===== src/rtl/tick_timer_pkg.sv =====
// tick_timer_pkg -- shared types and constants for the tick_timer block.
//   tt_state_e        : controller state encoding (2 bits)
//   TT_WIDTH_DEFAULT  : default width of value / remaining
package tick_timer_pkg;

  localparam int TT_WIDTH_DEFAULT = 8;

  typedef enum logic [1:0] {
    ST_IDLE    = 2'd0,
    ST_RUNNING = 2'd1,
    ST_EXPIRED = 2'd2
  } tt_state_e;

endpackage


===== src/rtl/tick_timer_if.sv =====
// tick_timer_if -- control/status bundle of the tick_timer.
//   tick_in   : count enable (prescaler rco), one tick per high cycle
//   start     : load value and begin counting (strobe)
//   stop      : abort a running count without expiry
//   value     : number of ticks to time, sampled with start
//   busy      : high while the count is running
//   expired   : one-cycle pulse at end of count
//   remaining : current count value
// Modports: master drives the controls (user side), slave is the timer.
interface tick_timer_if
  import tick_timer_pkg::*;
#(
  parameter int WIDTH = TT_WIDTH_DEFAULT
);
  logic             tick_in;
  logic             start;
  logic             stop;
  logic [WIDTH-1:0] value;
  logic             busy;
  logic             expired;
  logic [WIDTH-1:0] remaining;

  modport master (
    output tick_in, start, stop, value,
    input  busy, expired, remaining
  );

  modport slave (
    input  tick_in, start, stop, value,
    output busy, expired, remaining
  );
endinterface


===== src/rtl/tt_downcount.sv =====
// tt_downcount -- WIDTH-bit loadable down-counter driven by the tick_timer FSM.
//   clk      : clock, posedge
//   clr      : synchronous clear to zero (highest priority)
//   load     : load load_val
//   load_val : value to load
//   dec      : decrement by one, saturating at zero
//   count    : current count
//   is_one   : count == 1, i.e. the next decrement reaches zero
module tt_downcount
  import tick_timer_pkg::*;
#(
  parameter int WIDTH = TT_WIDTH_DEFAULT
) (
  input  logic             clk,
  input  logic             clr,
  input  logic             load,
  input  logic [WIDTH-1:0] load_val,
  input  logic             dec,
  output logic [WIDTH-1:0] count,
  output logic             is_one
);

  always_ff @(posedge clk) begin
    if (clr) begin
      count <= '0;
    end else if (load) begin
      count <= load_val;
    end else if (dec && (count != '0)) begin
      // Never wraps below zero.
      count <= count - WIDTH'(1);
    end
  end

  assign is_one = (count == WIDTH'(1));

endmodule


===== src/rtl/tick_timer.sv =====
// tick_timer -- programmable countdown timer fed by a prescaler rco tick.
//   clk   : system clock, posedge
//   reset : synchronous, active-high
//   bus   : tick_timer_if.slave (tick_in, start, stop, value in;
//           busy, expired, remaining out)
// Priority per edge: reset > start > stop > tick_in.
// Optional build macro TICK_TIMER_AUTO_RELOAD_EN: periodic mode, the value
// latched at start is reloaded on expiry and the timer keeps running.
module tick_timer
  import tick_timer_pkg::*;
#(
  parameter int WIDTH = TT_WIDTH_DEFAULT
) (
  input  logic         clk,
  input  logic         reset,
  tick_timer_if.slave  bus
);

  tt_state_e        state;
  tt_state_e        next_state;
  logic             cnt_clr;
  logic             cnt_load;
  logic [WIDTH-1:0] cnt_val;
  logic             cnt_dec;
  logic [WIDTH-1:0] count;
  logic             is_one;

`ifdef TICK_TIMER_AUTO_RELOAD_EN
  logic [WIDTH-1:0] reload_q;
  logic             reload_hit_d;
  logic             reload_hit_q;
`endif

  tt_downcount #(.WIDTH(WIDTH)) u_cnt (
    .clk      (clk),
    .clr      (cnt_clr),
    .load     (cnt_load),
    .load_val (cnt_val),
    .dec      (cnt_dec),
    .count    (count),
    .is_one   (is_one)
  );

  // State register
  always_ff @(posedge clk) begin
    if (reset) begin
      state <= ST_IDLE;
    end else begin
      state <= next_state;
    end
  end

`ifdef TICK_TIMER_AUTO_RELOAD_EN
  // Reload value and the registered expiry pulse of a periodic wrap.
  always_ff @(posedge clk) begin
    if (reset) begin
      reload_q     <= '0;
      reload_hit_q <= 1'b0;
    end else begin
      if (bus.start) begin
        reload_q <= bus.value;
      end
      reload_hit_q <= reload_hit_d;
    end
  end
`endif

  // Next-state and counter control
  always_comb begin
    next_state = state;
    cnt_clr    = reset;
    cnt_load   = 1'b0;
    cnt_val    = bus.value;
    cnt_dec    = 1'b0;
`ifdef TICK_TIMER_AUTO_RELOAD_EN
    reload_hit_d = 1'b0;
`endif
    if (!reset) begin
      case (state)
        // EXPIRED accepts start exactly like IDLE; the pulse still lasts
        // its full cycle because it is decoded from the current state.
        ST_IDLE, ST_EXPIRED: begin
          next_state = ST_IDLE;
          if (bus.start) begin
            cnt_load   = 1'b1;
            next_state = (bus.value == '0) ? ST_EXPIRED : ST_RUNNING;
          end
        end
        ST_RUNNING: begin
          if (bus.start) begin
            cnt_load   = 1'b1;
            next_state = (bus.value == '0) ? ST_EXPIRED : ST_RUNNING;
          end else if (bus.stop) begin
            cnt_clr    = 1'b1;
            next_state = ST_IDLE;
          end else if (bus.tick_in) begin
            if (is_one) begin
`ifdef TICK_TIMER_AUTO_RELOAD_EN
              if (reload_q != '0) begin
                cnt_load     = 1'b1;
                cnt_val      = reload_q;
                reload_hit_d = 1'b1;
              end else begin
                cnt_dec    = 1'b1;
                next_state = ST_EXPIRED;
              end
`else
              cnt_dec    = 1'b1;
              next_state = ST_EXPIRED;
`endif
            end else begin
              cnt_dec = 1'b1;
            end
          end
        end
        default: begin
          cnt_clr    = 1'b1;
          next_state = ST_IDLE;
        end
      endcase
    end
  end

  // Outputs, decoded from registers only
  always_comb begin
    bus.busy      = (state == ST_RUNNING);
`ifdef TICK_TIMER_AUTO_RELOAD_EN
    bus.expired   = (state == ST_EXPIRED) || reload_hit_q;
`else
    bus.expired   = (state == ST_EXPIRED);
`endif
    bus.remaining = count;
  end

endmodule


===== src/flat_wrapper.sv =====
// flat-port wrapper written by rule: the top's interface ports become plain ports
module tick_timer_flat import tick_timer_pkg::*;
#(
  parameter int WIDTH = TT_WIDTH_DEFAULT
)
  (clk, reset, bus_tick_in, bus_start, bus_stop, bus_value, bus_busy, bus_expired, bus_remaining);
  tick_timer_if #(.WIDTH(WIDTH)) bus_i ();
  input  logic clk;
  input  logic reset;
  input wire logic [$bits(bus_i.tick_in)-1:0] bus_tick_in;
  input wire logic [$bits(bus_i.start)-1:0] bus_start;
  input wire logic [$bits(bus_i.stop)-1:0] bus_stop;
  input wire logic [$bits(bus_i.value)-1:0] bus_value;
  output wire logic [$bits(bus_i.busy)-1:0] bus_busy;
  output wire logic [$bits(bus_i.expired)-1:0] bus_expired;
  output wire logic [$bits(bus_i.remaining)-1:0] bus_remaining;
  assign bus_i.tick_in = bus_tick_in;
  assign bus_i.start = bus_start;
  assign bus_i.stop = bus_stop;
  assign bus_i.value = bus_value;
  assign bus_busy = bus_i.busy;
  assign bus_expired = bus_i.expired;
  assign bus_remaining = bus_i.remaining;
  tick_timer #(.WIDTH(WIDTH)) u_core (.clk(clk), .reset(reset), .bus(bus_i));
endmodule

===== config.mk =====
export PLATFORM = sky130hd
export DESIGN_NAME = tick_timer_flat
export DESIGN_NICKNAME = d
export VERILOG_FILES = /design/src/rtl/tick_timer_pkg.sv /design/src/rtl/tick_timer_if.sv /design/src/rtl/tt_downcount.sv /design/src/rtl/tick_timer.sv /design/src/flat_wrapper.sv
export SDC_FILE = /design/constraint.sdc
export NUM_CORES = 1
export LEC_CHECK = 0
export ABC_CLOCK_PERIOD_IN_PS = 2400
export CAP_MARGIN = 20
export CORE_MARGIN = 2
export CORE_UTILIZATION = 43
export CTS_CLUSTER_DIAMETER = 30
export DETAILED_ROUTE_END_ITERATION = 10
export GPL_ROUTABILITY_DRIVEN = 0
export PLACE_DENSITY = 0.77
export SLEW_MARGIN = 20
export SYNTH_ARGS = -nofsm -noshare
export SYNTH_HDL_FRONTEND = slang
export SYNTH_SLANG_ARGS = --single-unit
export TNS_END_PERCENT = 30

===== constraint.sdc =====
create_clock -name clk -period 2.4 [get_ports clk]
set_input_delay 0.36 -clock clk [delete_from_list [all_inputs] [get_ports clk]]
set_output_delay 0.36 -clock clk [all_outputs]
set_load 0.02 [all_outputs]

==> results of run 1 <==
[logic make-up after synthesis]
family,Yosys count
muxes,2
adders and majority gates,3
AOI/OAI and AO/OA,21
xor gates and xnor gates,1
buffers and inverters,4
and+or+nand+nor,37
DFF,10
[cell usage after synthesis (all sizes together)]
library cell	number	share of area (%)
nand3b	1	3.0
nor2	3	1.7
a21oi	4	3.6
xor2	1	1.3
a211oi	2	2.3
a31oi	2	1.9
nor3	7	5.3
a2bb2oi	1	1.3
ha	3	5.7
a22oi	1	1.1
o31ai	1	1.1
o32ai	1	2.4
buf	1	0.56
a32oi	1	1.3
or3	2	2.6
or4	2	2.3
inv	3	1.7
o21ai	3	2.3
nand2	8	4.5
nand3	5	3.8
o221ai	1	1.3
or4b	1	1.5
o21a	1	1.1
nor2b	1	0.94
o22ai	1	0.94
mux2i	2	3.0
a21o	1	2.3
dfxtp	10	30
and3	2	1.9
nor4	3	3.8
o2bb2ai	1	1.3
and2b	1	1.1
nand4	1	0.94
[power by group]
part           internal [W]  leakage (nW)  total, W  switching [W]
Sequential         0.000176        0.0821  0.000192      0.0000161
Clock             0.0000922        0.0210  0.000152      0.0000599
Combinational     0.0000663         0.265  0.000135      0.0000683
[per-layer routing]
| metal | up-vias | part of all wire (%) | track usage, % |
|---|---|---|---|
| met4 | 0 | 1.4 | 5.45 |
| met1 | 351 | 40 | 25.3 |
| li1 | 355 | - | - |
| met3 | 4 | 7.1 | 7.66 |
| met5 | - | 0 | 0 |
| met2 | 29 | 51 | 37.3 |
[path summary, 6_finish.rpt]
| check | slack, ns | end | startpoint | cells after the start |
|---|---|---|---|---|
| setup / recovery | 0.31 | u_core.u_cnt.count[6]$_SDFFE_PP0P_ | bus_stop | 6 |
| hold / removal | 0.55 | u_core.u_cnt.count[3]$_SDFFE_PP0P_ | u_core.u_cnt.count[3]$_SDFFE_PP0P_ | 2 |
| setup reg to reg | 0.44 | u_core.u_cnt.count[6]$_SDFFE_PP0P_ | u_core.state[0]$_SDFFE_PP0P_ | 5 |
| hold reg to reg | 0.55 | u_core.u_cnt.count[3]$_SDFFE_PP0P_ | u_core.u_cnt.count[3]$_SDFFE_PP0P_ | 2 |
[sequential cells by signal (all words and copies together), names as in the netlist]
name,flops
u_core.state,2
u_core.u_cnt.count,8
[layout by cell type (no fill, tap or decap), types with 2 or more instances in the layout]
| cell | instances |
|---|---|
| a211oi_1 | 2 |
| a21oi_1 | 3 |
| a31oi_1 | 2 |
| and3_1 | 2 |
| buf_4 | 2 |
| clkbuf_4 | 3 |
| clkdlybuf4s50_1 | 22 |
| dfxtp_1 | 10 |
| ha_1 | 3 |
| inv_1 | 2 |
| mux2i_1 | 2 |
| nand2_1 | 8 |
| nand3_1 | 5 |
| nor2_1 | 3 |
| nor3_1 | 7 |
| nor4_1 | 2 |
| o21ai_0 | 3 |
| or4_1 | 2 |
[worst max-delay path: stages]
cell and delay (ns):
clkdlybuf4s50_1 0.41, or4b_1 0.54, nand3b_4 0.21, a21o_4 0.20, or3_4 0.37, o32ai_2 0.19
[final cells by class]
class                           count  share of cell area (%)
Tap cell                           16                    2.10
Timing Repair Buffer               24                    24.7
Multi-Input combinational cell     64                    47.2
Inverter                            3                    1.18
Sequential cell                    10                    21.0
Clock buffer                        4                    3.81
[through the flow]
stage / cells / power [W]
2_1_floorplan: 78 / 0.000269
3_3_place_gp: 117 / 0.000328
3_5_place_dp: 117 / 0.000329
4_1_cts: 121 / 0.000483
5_1_grt: 121 / 0.000507
6_report: 121 / 0.000479
==> impl_metrics.env, run 1 <==
export IMPL_core_region_area_sq_um=1470
export IMPL_wl_per_cell_um=15.1
export IMPL_drtIter0Drc=22
export IMPL_initial_utilization_pct=45.2
export IMPL_synthMuxAreaShare_pct=3.01
export IMPL_rows=14
export IMPL_min_path_type="register to register"
export IMPL_cts_sinks=10
export IMPL_status="completed"
export IMPL_via_count=739
export IMPL_p_leak_nw=0.368
export IMPL_path_max_fanout=6
export IMPL_postPlaceCellArea_sq_um=916
export IMPL_required_ns=2.59
export IMPL_synth_adder_area_share_pct=5.65
export IMPL_hold_viol_final=0
export IMPL_place_hpwl_um=1400
export IMPL_via_per_inst=6.11
export IMPL_grt_usage_pct=21.6
export IMPL_relSlewSlack_pct=53.4
export IMPL_grt_pass1_wl_um=2960
export IMPL_criticalPathCategory="input pin to register"
export IMPL_synth_xor_area_share_pct=1.32
export IMPL_numPortBuffers=22
export IMPL_syn_area_per_cell_sq_um=8.52
export IMPL_ys_seq_area_share_pct=30.1
export IMPL_hold_slack_ns=0.553
export IMPL_fin_crit_ns=2.09
export IMPL_ys_seq_elements=10
export IMPL_finalSetupViolCount=0
export IMPL_post_route_period_util_pct=87.3
export IMPL_die_y_um=43.3
export IMPL_ios=23
export IMPL_holdBufCountCts=0
export IMPL_synth_compound_area_share_pct=24.3
export IMPL_synthCells=78
export IMPL_areaGrowthSynthToFinish_pct=43.3
export IMPL_grt_pass1_vias=680
export IMPL_fmax_ghz=0.477
export IMPL_clock_skew_ns=0.00817
export IMPL_root_buffer="clkbuf_4"
export IMPL_drv_cap=0
export IMPL_multiInputGateArea_sq_um=449
export IMPL_cts_setup_buffers=0
export IMPL_cts_repair_resized=0
export IMPL_synth_simple_gate_area_share_pct=33.3
export IMPL_num_nets_final=122
export IMPL_synth_top_family_by_area="simple AND/OR/NAND/NOR gates"
export IMPL_fp_dieW_um=43.3
export IMPL_clkTransAtPathRegs_ns=0.07
export IMPL_antenna_cells=0
export IMPL_grt_max_degree=10
export IMPL_clockBufferDepth=2
export IMPL_dieArea_sq_um=1880
export IMPL_final_util_pct=64.7
export IMPL_worst_ep_arrival_time_ns=2.28
export IMPL_worstMarginPinSlew_ns=0.692
export IMPL_regArea_sq_um=200
export IMPL_stdcell_area_sq_um=952
export IMPL_worst_slack_ns=0.306
export IMPL_end_kind="register"
export IMPL_nFillCells=128
export IMPL_start_kind="input pin"
export IMPL_power_density_nw_per_um2=503
export IMPL_ys_warn_count=0
export IMPL_cts_tree="yes"
export IMPL_setup_tns_ns=0
export IMPL_totalWireLength_um=1820
export IMPL_place_ws_ns=0.0474
export IMPL_ir_drop_v=0.000454
export IMPL_antenna_found_initial=0
export IMPL_netlist_area_sq_um=664
export IMPL_grt_ovfl_total=0
export IMPL_drv_slew=0
export IMPL_clk_latency_ns=0.27
export IMPL_htreeDepth=1
export IMPL_ys_types=37
export IMPL_numCtsBuffers=3
export IMPL_syn_num_nets=94
export IMPL_ant_nets=0
export IMPL_drive_gt1_share_pct=12.4
export IMPL_rsz0062_at_grt="false"
export IMPL_remaining_drc_errors=0
export IMPL_drtPass1Iterations=4
Note: power is estimated with default switching activity, not from simulation.
==> run 2: changes to the inputs <==
ABC_CLOCK_PERIOD_IN_PS = 2600   (was 2400)
CORE_UTILIZATION = 46   (was 43)
PLACE_DENSITY = 0.81   (was 0.77)
SETUP_SLACK_MARGIN = 0.1   (was unset)
clock period = 2.6 ns   (was 2.4 ns; I/O delays follow)
==> run 2 against run 1 <==
Net effect:
- critical path type unchanged
- largest cell class unchanged
- sequential share of layout area is 0.51 points higher
- worst hold slack worse by 0.0048 ns
- register-to-register slack better by 0.16 ns
- sequential cell count stayed put
- via count is 1.6% higher
- critical path depth stayed put
- first-iteration DRC count is 36% lower
==> impl_metrics.env, run 2 (synthesis gave the netlist of run 1 again) <==
export IMPL_via_per_inst=6.36
export IMPL_drv_slew=0
export IMPL_grt_pass1_wl_um=2970
export IMPL_relSlewSlack_pct=54.9
export IMPL_criticalPathCategory="input pin to register"
export IMPL_drv_cap=0
export IMPL_numPortBuffers=22
export IMPL_path_max_fanout=6
export IMPL_htreeDepth=1
export IMPL_cts_setup_buffers=0
export IMPL_min_path_type="register to register"
export IMPL_areaGrowthSynthToFinish_pct=39.9
export IMPL_r2r_slack_ns=0.60
export IMPL_nFillCells=108
export IMPL_place_hpwl_um=1360
export IMPL_wl_per_cell_um=15.5
export IMPL_final_cell_mix="clkdlybuf4s50_1 (22), dfxtp_1 (10), nand2_1 (8)"
export IMPL_rsz0062_at_grt="false"
export IMPL_grt_usage_pct=22.2
export IMPL_antenna_found_initial=0
export IMPL_dieArea_sq_um=1760
export IMPL_regMostFlops="u_core.u_cnt.count"
export IMPL_post_route_period_util_pct=83.2
export IMPL_antenna_cells=0
export IMPL_worstMarginPinSlew_ns=0.669
export IMPL_p_total_w=0.000413
export IMPL_dpl_cell_count=115
export IMPL_status="completed"
export IMPL_fin_crit_ns=2.16
export IMPL_reg_top3="u_core.u_cnt.count: 8 flops, u_core.state: 2 flops"
export IMPL_cts_tree="yes"
export IMPL_multiInputGateArea_sq_um=449
export IMPL_ir_drop_v=0.000278
export IMPL_setup_tns_ns=0
export IMPL_holdBufCountCts=0
export IMPL_hold_viol_final=0
export IMPL_clockBufferDepth=2
export IMPL_grt_pass1_vias=682
export IMPL_fp_dieW_um=42.0
export IMPL_cts_repair_resized=0
export IMPL_grt_max_degree=10
export IMPL_start_kind="input pin"
export IMPL_fin_cells=118
export IMPL_num_nets_final=121
export IMPL_final_common_cell="clkdlybuf4s50_1"
export IMPL_drtIter0Drc=14
export IMPL_core_region_area_sq_um=1320
export IMPL_ios=23
export IMPL_initial_utilization_pct=50.4
export IMPL_worst_ep_arrival_time_ns=2.35
export IMPL_ant_nets=0
export IMPL_largest_reg_flops=8
export IMPL_regArea_sq_um=200
export IMPL_drtPass1Iterations=4
export IMPL_remaining_drc_errors=0
export IMPL_end_kind="register"
export IMPL_drive_gt1_share_pct=10.7
export IMPL_totalWireLength_um=1830
export IMPL_fmax_ghz=0.462
export IMPL_clk_latency_ns=0.27
export IMPL_required_ns=2.79
export IMPL_rows=13
export IMPL_via_count=751
export IMPL_cts_sinks=10
export IMPL_clkTransAtPathRegs_ns=0.06
export IMPL_root_buffer="clkbuf_4"
export IMPL_p_leak_nw=0.357
export IMPL_clock_skew_ns=0.00280
export IMPL_grt_ovfl_total=0
export IMPL_numCtsBuffers=3
export IMPL_finalSetupViolCount=0
export IMPL_power_density_nw_per_um2=444
export IMPL_die_y_um=42.0
==> run 2: report_power, final <==
part | internal, W | leakage [nW] | switching [W]
clock | 0.0000536 | 0.0138 | 0.0000563
combinational | 0.0000613 | 0.261 | 0.0000640
sequential | 0.000163 | 0.0821 | 0.0000150
total | 0.000278 | 0.357 | 0.000135
==> run 2: per-stage QoR <==
| stage | utilization, % | worst slack, ns | area (sq um) | hold WS [ns] |
|---|---|---|---|---|
| 2_1_floorplan | - | 0.669 | 664 | 0.499 |
| 3_3_place_gp | 68.9 | 0.207 | 907 | 0.543 |
| 3_5_place_dp | 68.9 | 0.171 | 907 | 0.534 |
| 4_1_cts | 70.6 | 0.449 | 930 | 0.551 |
| 5_1_grt | 70.6 | 0.360 | 930 | 0.592 |
| 6_report | 70.6 | 0.438 | 930 | 0.548 |
==> run 2: metal layers <==
layer,GRT usage [%],wire (um)
met5,0,0
met4,9.68,36
met3,3.45,146
met2,37.5,824
met1,27.7,819
==> run 2: worst paths after layout <==
check                                                   startpoint                            endpoint  cells past startpoint
worst max-delay path                                      bus_stop  u_core.u_cnt.count[6]$_SDFFE_PP0P_                      6
worst min-delay path            u_core.u_cnt.count[3]$_SDFFE_PP0P_  u_core.u_cnt.count[3]$_SDFFE_PP0P_                      2
worst max register to register        u_core.state[0]$_SDFFE_PP0P_  u_core.u_cnt.count[6]$_SDFFE_PP0P_                      5
worst min register to register  u_core.u_cnt.count[3]$_SDFFE_PP0P_  u_core.u_cnt.count[3]$_SDFFE_PP0P_                      2
==> run 2: final cells by class <==
type / instances / share of cell area (%)
Timing Repair Buffer: 23 / 24.5
Clock buffer: 3 / 2.42
Multi-Input combinational cell: 64 / 48.3
Sequential cell: 10 / 21.5
Inverter: 3 / 1.21
Tap cell: 15 / 2.02
==> run 2: critical path: stages <==
cell and delay (ns):
clkdlybuf4s50_1 0.41, or4b_1 0.54, nand3b_4 0.22, a21o_4 0.22
or3_4 0.37, o32ai_2 0.19
